<file path="config.mk">
export PLATFORM = sky130hd
export DESIGN_NAME = conv33_window_gen
export DESIGN_NICKNAME = d
export VERILOG_FILES = /design/src/rtl/conv33_pkg.sv /design/src/rtl/conv33_line_buffer.sv /design/src/rtl/conv33_window_gen.sv
export SDC_FILE = /design/constraint.sdc
export NUM_CORES = 1
export LEC_CHECK = 0
export BUFFER_PORTS_ARGS = -buffer_cell sky130_fd_sc_hd__buf_2
export CAP_MARGIN = 15
export CORE_MARGIN = 4
export CORE_UTILIZATION = 50
export CTS_CLUSTER_DIAMETER = 80
export CTS_CLUSTER_SIZE = 28
export DETAILED_ROUTE_END_ITERATION = 8
export PLACE_DENSITY = 0.78
export SYNTH_ARGS = -nofsm -noshare
export SYNTH_HDL_FRONTEND = slang
export SYNTH_HIERARCHICAL = 1
export SYNTH_SLANG_ARGS = --single-unit
export TNS_END_PERCENT = 100
</file>
<file path="constraint.sdc">
create_clock -name clk -period 7.25 [get_ports clk]
set_clock_uncertainty 0.05 [all_clocks]
set_input_delay 1.45 -clock clk [delete_from_list [all_inputs] [get_ports clk]]
set_output_delay 1.45 -clock clk [all_outputs]
set_load 0.03 [all_outputs]
</file>
<file path="src/rtl/conv33_pkg.sv">
// Shared widths, FSM state encoding and the column payload for the 3x3 window generator.
package conv33_pkg;

  localparam int unsigned PIX_W  = 6;
  localparam int unsigned ADDR_W = 5;

  typedef enum logic {
    ACCEPT = 1'b0,
    ISSUE  = 1'b1
  } state_t;

  // One vertical slice of the window: rows r-2, r-1, r at a single column.
  typedef struct packed {
    logic [PIX_W-1:0] top;
    logic [PIX_W-1:0] mid;
    logic [PIX_W-1:0] bot;
  } column_t;

endpackage

</file>
<file path="src/rtl/conv33_line_buffer.sv">
// One-row pixel delay: dout is the pixel written DEPTH accepts earlier.
module conv33_line_buffer
  import conv33_pkg::*;
#(
  parameter int unsigned DEPTH = 16
) (
  input  logic             clk,
  input  logic             wr_en,
  input  logic [PIX_W-1:0] din,
  output logic [PIX_W-1:0] dout
);

  logic [PIX_W-1:0] mem [DEPTH];

  // Contents need no reset: a window is only formed after two full rows are written.
  always_ff @(posedge clk) begin
    if (wr_en) begin
      mem[0] <= din;
      for (int i = 1; i < int'(DEPTH); i++) begin
        mem[i] <= mem[i-1];
      end
    end
  end

  assign dout = mem[DEPTH-1];

endmodule

</file>
<file path="src/rtl/conv33_window_gen.sv">
// Raster pixel stream to 3x3 windows; each window is held while NUM_ADDR PIM addresses issue.
module conv33_window_gen
  import conv33_pkg::*;
#(
  parameter int unsigned IMG_W    = 16,
  parameter int unsigned IMG_H    = 16,
  parameter int unsigned NUM_ADDR = 4
) (
  input  logic              clk,
  input  logic              rst_n,
  input  logic [PIX_W-1:0]  pix_in,
  input  logic              pix_valid,
  input  logic              pix_sof,
  output logic              pix_ready,
  output logic [PIX_W-1:0]  in_data_0,
  output logic [PIX_W-1:0]  in_data_1,
  output logic [PIX_W-1:0]  in_data_2,
  output logic [PIX_W-1:0]  in_data_3,
  output logic [PIX_W-1:0]  in_data_4,
  output logic [PIX_W-1:0]  in_data_5,
  output logic [PIX_W-1:0]  in_data_6,
  output logic [PIX_W-1:0]  in_data_7,
  output logic [PIX_W-1:0]  in_data_8,
  output logic [ADDR_W-1:0] Add_pim,
  output logic              Compute_flag,
  output logic              win_last,
  output logic              frame_done
);

  localparam int unsigned COL_W = $clog2(IMG_W);
  localparam int unsigned ROW_W = $clog2(IMG_H);
  localparam logic [ADDR_W-1:0] LAST_ADDR = ADDR_W'(NUM_ADDR - 1);
  localparam logic SINGLE_ADDR = (NUM_ADDR == 1);

  state_t            state_q;
  logic [COL_W-1:0]  col_q;
  logic [ROW_W-1:0]  row_q;
  logic              last_win_q;
  column_t           hist1_q;
  column_t           hist2_q;
  logic [PIX_W-1:0]  taps_q [9];

  logic              accept;
  logic              trigger;
  logic              col_end;
  logic              row_end;
  logic              is_last_pos;
  logic [COL_W-1:0]  col_eff;
  logic [ROW_W-1:0]  row_eff;
  logic [PIX_W-1:0]  lb1_out;
  logic [PIX_W-1:0]  lb2_out;
  logic [ADDR_W-1:0] add_nxt;
  column_t           new_col;

  conv33_line_buffer #(.DEPTH(IMG_W)) u_lb1 (
    .clk   (clk),
    .wr_en (accept),
    .din   (pix_in),
    .dout  (lb1_out)
  );

  conv33_line_buffer #(.DEPTH(IMG_W)) u_lb2 (
    .clk   (clk),
    .wr_en (accept),
    .din   (lb1_out),
    .dout  (lb2_out)
  );

  // A start-of-frame pixel is placed at (0,0) whatever the counters say.
  assign accept      = pix_valid & pix_ready;
  assign col_eff     = pix_sof ? '0 : col_q;
  assign row_eff     = pix_sof ? '0 : row_q;
  assign col_end     = (col_eff == COL_W'(IMG_W - 1));
  assign row_end     = (row_eff == ROW_W'(IMG_H - 1));
  assign is_last_pos = col_end & row_end;
  assign trigger     = accept & (row_eff >= ROW_W'(2)) & (col_eff >= COL_W'(2));
  assign new_col     = '{top: lb2_out, mid: lb1_out, bot: pix_in};
  assign add_nxt     = Add_pim + ADDR_W'(1);

  // Position counters and the two previous columns of the window.
  always_ff @(posedge clk or negedge rst_n) begin
    if (!rst_n) begin
      col_q   <= '0;
      row_q   <= '0;
      hist1_q <= '0;
      hist2_q <= '0;
    end else if (accept) begin
      col_q   <= col_end ? '0 : COL_W'(col_eff + COL_W'(1));
      row_q   <= !col_end ? row_eff : (row_end ? '0 : ROW_W'(row_eff + ROW_W'(1)));
      hist1_q <= new_col;
      hist2_q <= hist1_q;
    end else if (frame_done) begin
      col_q <= '0;
      row_q <= '0;
    end
  end

  // Accept/issue control with registered handshake, address and window outputs.
  always_ff @(posedge clk or negedge rst_n) begin
    if (!rst_n) begin
      state_q      <= ACCEPT;
      pix_ready    <= 1'b0;
      Compute_flag <= 1'b0;
      Add_pim      <= '0;
      win_last     <= 1'b0;
      frame_done   <= 1'b0;
      last_win_q   <= 1'b0;
      for (int i = 0; i < 9; i++) taps_q[i] <= '0;
    end else begin
      case (state_q)
        ACCEPT: begin
          pix_ready    <= 1'b1;
          Compute_flag <= 1'b0;
          Add_pim      <= '0;
          win_last     <= 1'b0;
          frame_done   <= 1'b0;
          if (trigger) begin
            state_q      <= ISSUE;
            pix_ready    <= 1'b0;
            Compute_flag <= 1'b1;
            win_last     <= SINGLE_ADDR;
            frame_done   <= SINGLE_ADDR & is_last_pos;
            last_win_q   <= is_last_pos;
            taps_q[0]    <= hist2_q.top;
            taps_q[1]    <= hist1_q.top;
            taps_q[2]    <= lb2_out;
            taps_q[3]    <= hist2_q.mid;
            taps_q[4]    <= hist1_q.mid;
            taps_q[5]    <= lb1_out;
            taps_q[6]    <= hist2_q.bot;
            taps_q[7]    <= hist1_q.bot;
            taps_q[8]    <= pix_in;
          end
        end
        ISSUE: begin
          if (win_last) begin
            state_q      <= ACCEPT;
            pix_ready    <= 1'b1;
            Compute_flag <= 1'b0;
            Add_pim      <= '0;
            win_last     <= 1'b0;
            frame_done   <= 1'b0;
          end else begin
            Add_pim    <= add_nxt;
            win_last   <= (add_nxt == LAST_ADDR);
            frame_done <= (add_nxt == LAST_ADDR) & last_win_q;
          end
        end
        default: state_q <= ACCEPT;
      endcase
    end
  end

  assign in_data_0 = taps_q[0];
  assign in_data_1 = taps_q[1];
  assign in_data_2 = taps_q[2];
  assign in_data_3 = taps_q[3];
  assign in_data_4 = taps_q[4];
  assign in_data_5 = taps_q[5];
  assign in_data_6 = taps_q[6];
  assign in_data_7 = taps_q[7];
  assign in_data_8 = taps_q[8];

endmodule

</file>
* Yosys cells after proc, flatten, opt, wreduce, memory -nomap -nowiden *
Memory sizes are Yosys's and may differ from the RTL's.
Index checks and enable logic that the tools add are counted.

word-level totals
  bits in registers = 109
  bits in writable memories = 192
  output and inout bits = 63
  logic and storage cells = 67
  memories kept = 2

memories
  memory     depth  width  read ports  clocked after memory_dff  write ports  RTL line                  RTL
  u_lb1.mem  16     6      16          0                         16           conv33_line_buffer.sv:13  logic [PIX_W-1:0] mem [DEPTH];
  u_lb2.mem  16     6      16          0                         16           conv33_line_buffer.sv:13

cells by class
  add/subtract/negate cells = 3
  magnitude comparators = 2
  equal/unequal tests = 4
  muxes and demuxes = 24
  bitwise operators = 6
  reduce and logical (&&, ||, !) cells = 2

operators with widths
  cell                   count
  $mux W4                8
  $pmux W1 S2            5
  $pmux W5 S2            1
  $mux W1                9
  $add A4 B1 Y4 const B  2
  $eq A4 B4 Y1 const B   2
  $ge A4 B2 Y1 const B   2
  $add A5 B1 Y5 const B  1
  $and A1 B1 Y1          5
  $eq A5 B2 Y1 const B   1
  $mux W5                1
  $ne A2 B2 Y1 const B   1
  $reduce_and A2 Y1      1
  $reduce_bool A2 Y1     1
  $not A1 Y1             1

* Depth between registers and ports, before layout *
  depth in word-level cells = 6
  gate-level depth with buffers = 9
  mapped depth without buffers = 7

* Hierarchy *
The synthesis kept the hierarchy.

by module, submodules not included
  module              times used  cells an instance  area an instance (um2)
  conv33_line_buffer  2           102                2927.8
  conv33_window_gen   1           362                4306.6

* Worst setup path after synthesis *
Ideal clock, no wire load.

  path kind = input -> register
  start = in pix_valid
  end = mem u_lb1.mem[0][0] (enable)
  setup time = 0.631 ns
  data arrival time = 7.071 ns
  setup slack = -0.502 ns
  cell stages on the path = 3
  cells stage by stage = nand2_2 > inv_1 > clkbuf_1

RTL lines
  what             RTL line                  RTL
  start, declared  conv33_window_gen.sv:12   input logic pix_valid,
  end, declared    conv33_line_buffer.sv:13

==> results.toml <==
[place]
place_inst = 877
io_buffers = 72
place.gp.congestion = 0.7956
hpwl_microns = 8798

[synthesis]
synth_edf_count = 192
post_synth.cell_area_avg_sq_um = 17.95
syn-cell-area_sq_mm = 0.01016
ys.warnings.count = 6
ys_ff_latch = 301
synth_top_area_frac = 0.5673
synth_top_area_cell = "edfxtp_1"
synth_area_leaders = "edfxtp_1 57%, dfrtp_1 27%, nand2_1 4.3%"
syn_nets = 581
synthFlopType = "edfxtp_1"
synth.distinct_cells = 36
seq_area_frac_synth = 0.8358
async_reset_ff_frac = 0.3621
syn_inst = 566

[cells_and_area]
final_cells = 901
final_common_cell = "edfxtp_1"
syn_to_final_growth_pct = 9.542
multi_input_area_sq_mm = 0.001478
drive_gt1_frac = 0.2091
seq_area_sq_mm = 0.008493
antenna_cells = 0
finish.utilization = 0.5646
nNetsFinal = 643
layout_common_cells = "192 x edfxtp_1, 116 x nand2_1, 109 x dfrtp_1"
fillers = 1463

[setup_path]
cp_cell_sequence = "buf_2, nand2_2, inv_8, buf_4"
ff2ff_path_depth = 3
crit_end = "u_lb1/mem[7][9]"
criticalPathCategory = "in -> reg"
r2r_end = "u_lb1/mem[7][9]"
cp.arrival_ns = 4.00
max_stage_delay_ns = 0.98
r2r_setup_slack_ns = 3.86
crit_slowest_cell = "inv_8"
startpoint_type = "input port"
crit_required_ns = 7.30
r2r-start = "pix_ready"
path_max_fanout = 151
startpoint = "pix_valid"
cp-end-kind = "register"

[clock_network]
cts_buffer_depth = 3
clkTransAtPathRegs_ns = 0.10
ctsHoldBuffers = 0
cts.sink_count = 301
cts_root_buf = "clkbuf_16"
clk_latency_ns = 0.47
cts_tree = "yes"
cts_resized = 0
htree_levels = 1
cts-buffers-inserted = 14
post_cts_buffers = 0

[pwr]
power.internal_w = 0.002328
combPwrFrac = 0.026
power.density_mw_per_mm2 = 260.0
clkPwrFrac = 0.299
ir_drop_v = 0.0001844
swShare = 0.1957
switchingPower_w = 0.0005663
power_leakage_nw = 4.747
pwr-share-seq = 0.675

[grt]
antenna_found_initial = 0
track_usage = 0.1335
gr-total-overflow = 0
grt_pass1_vias = 4658
grt_pass1_wl_microns = 24370
grt_max_degree = 152

[timing]
max_freq_ghz = 0.2531
worst_slew_pin_slew_ns = 1.029
finalMaxSlewViolations = 0
finalHoldViolations = 0
period_minus_slack_ns = 3.951
max_slew_margin = 0.3119
setup_violations = 0
finalCritPeriodShare = 0.5450
rsz0062_at_grt = "no"
setup_tns_ns = 0

[drt]
drc = 0
routed_via_density = 5.080
firstDrtPassIters = 5
antenna_left = 0
vias = 4577
finalWirelength_microns = 14780
wl_per_cell_microns = 16.40
drt_iter0_markers = 440

[floorplan]
die-area_sq_mm = 0.02267
die_height_microns = 150.6
initial_core_util = 0.5154
chipWidth_microns = 150.6
ios = 73
coreArea_sq_mm = 0.01972
fp-row-count = 51

[job]
maxCapViolCount = 0

[status]
outcome = "finished, final reports clean"

[worst_hold_path]
worstHoldPathType = "reg -> reg"
==> cell families after synthesis <==
group | after synthesis | share of synthesized area
flops | 301 | 0.8358
simple gates | 146 | 0.05935
mux | 55 | 0.06095
buf+inv | 35 | 0.01958
compound gates | 19 | 0.01391
xor+xnor | 5 | 0.004309
fa+ha+maj | 5 | 0.006156
==> through the flow <==
stage / hold WS, ns / area [sq um] / worst slack, ns / total power [W]
5_1_grt: 0.3793 / 11130 / 3.012 / 0.003019
3_3_place_gp: 0.3531 / 10720 / 2.924 / 0.002055
3_5_place_dp: 0.3545 / 10720 / 2.725 / 0.002067
2_1_floorplan: 0.3503 / 10160 / 2.483 / 0.002032
4_1_cts: 0.3781 / 11130 / 3.248 / 0.002923
6_report: 0.3751 / 11130 / 3.299 / 0.002894
==> power groups by stage <==
| stage | Sequential (W) | Combinational [W] | Clock [W] |
|---|---|---|---|
| after floorplan | 0.00198 | 0.0000526 | 0 |
| after global placement | 0.00199 | 0.0000700 | 0 |
| after detailed placement | 0.00199 | 0.0000771 | 0 |
| after CTS | 0.00195 | 0.0000771 | 0.000892 |
| after global routing | 0.00196 | 0.0000875 | 0.000969 |
| final | 0.00195 | 0.0000749 | 0.000866 |
==> registers in the layout, summed over array words and instances (netlist names) <==
register	count
in_data_0	6
in_data_8	6
u_lb2/mem	96
in_data_6	6
pix_ready	1
win_last	1
in_data_1	6
in_data_3	6
last_win_q	1
frame_done	1
col_q	4
in_data_4	6
hist1_q	18
in_data_2	6
in_data_5	6
row_q	4
Compute_flag	1
hist2_q	18
state_q	1
Add_pim	5
in_data_7	6
u_lb1/mem	96
==> cell type report <==
class	instances	area share
tap	265	0.02979
inverter	6	0.002698
timing repair buffer	75	0.03462
clock inverter	1	0.0007868
clock buffer	23	0.03642
sequential	301	0.7630
multi-input combinational	230	0.1327
==> cells in the mapped netlist, types with 2 or more instances <==
cell      count
buf_2         3
buf_4        13
clkbuf_1     10
nor3_1        2
inv_1         6
nand2b_1      3
mux2_2       38
xor2_1        4
buf_6         2
nor3b_1       2
ha_1          5
mux2_1       17
nand2_1     116
edfxtp_1    192
nor2_1        9
o31ai_1       2
dfrtp_1     109
nor2b_1       2
nand3b_1      3
o21ai_0       9
nand3_1       4
==> per-layer routing <==
layer	track usage	wire (microns)
met1	0.1971	6782
met2	0.2137	7082
met3	0.02408	691
met4	0.02425	223
met5	0	0
==> worst max-delay path, delay by kind of cell <==
| kind | cells | cell delay (ns) |
|---|---|---|
| and+or+nand+nor | 1 | 0.57 |
| buffers and inverters | 3 | 1.95 |
==> how the worst min path moves through the flow <==
stage | from | to | slack, ns | cells past startpoint
floorplan | u_lb1/mem[0][4] | u_lb1/mem[0][10] | 0.35 | 0
global placement | u_lb1/mem[0][4] | u_lb1/mem[0][10] | 0.35 | 0
detailed placement | u_lb1/mem[2][3] | u_lb1/mem[2][9] | 0.35 | 0
CTS | u_lb1/mem[6][7] | u_lb1/mem[7][1] | 0.38 | 0
global route | u_lb1/mem[4][9] | u_lb1/mem[5][3] | 0.38 | 0
finish | u_lb2/mem[1][7] | u_lb2/mem[2][1] | 0.38 | 0
Power figures use the tool's default switching activity.
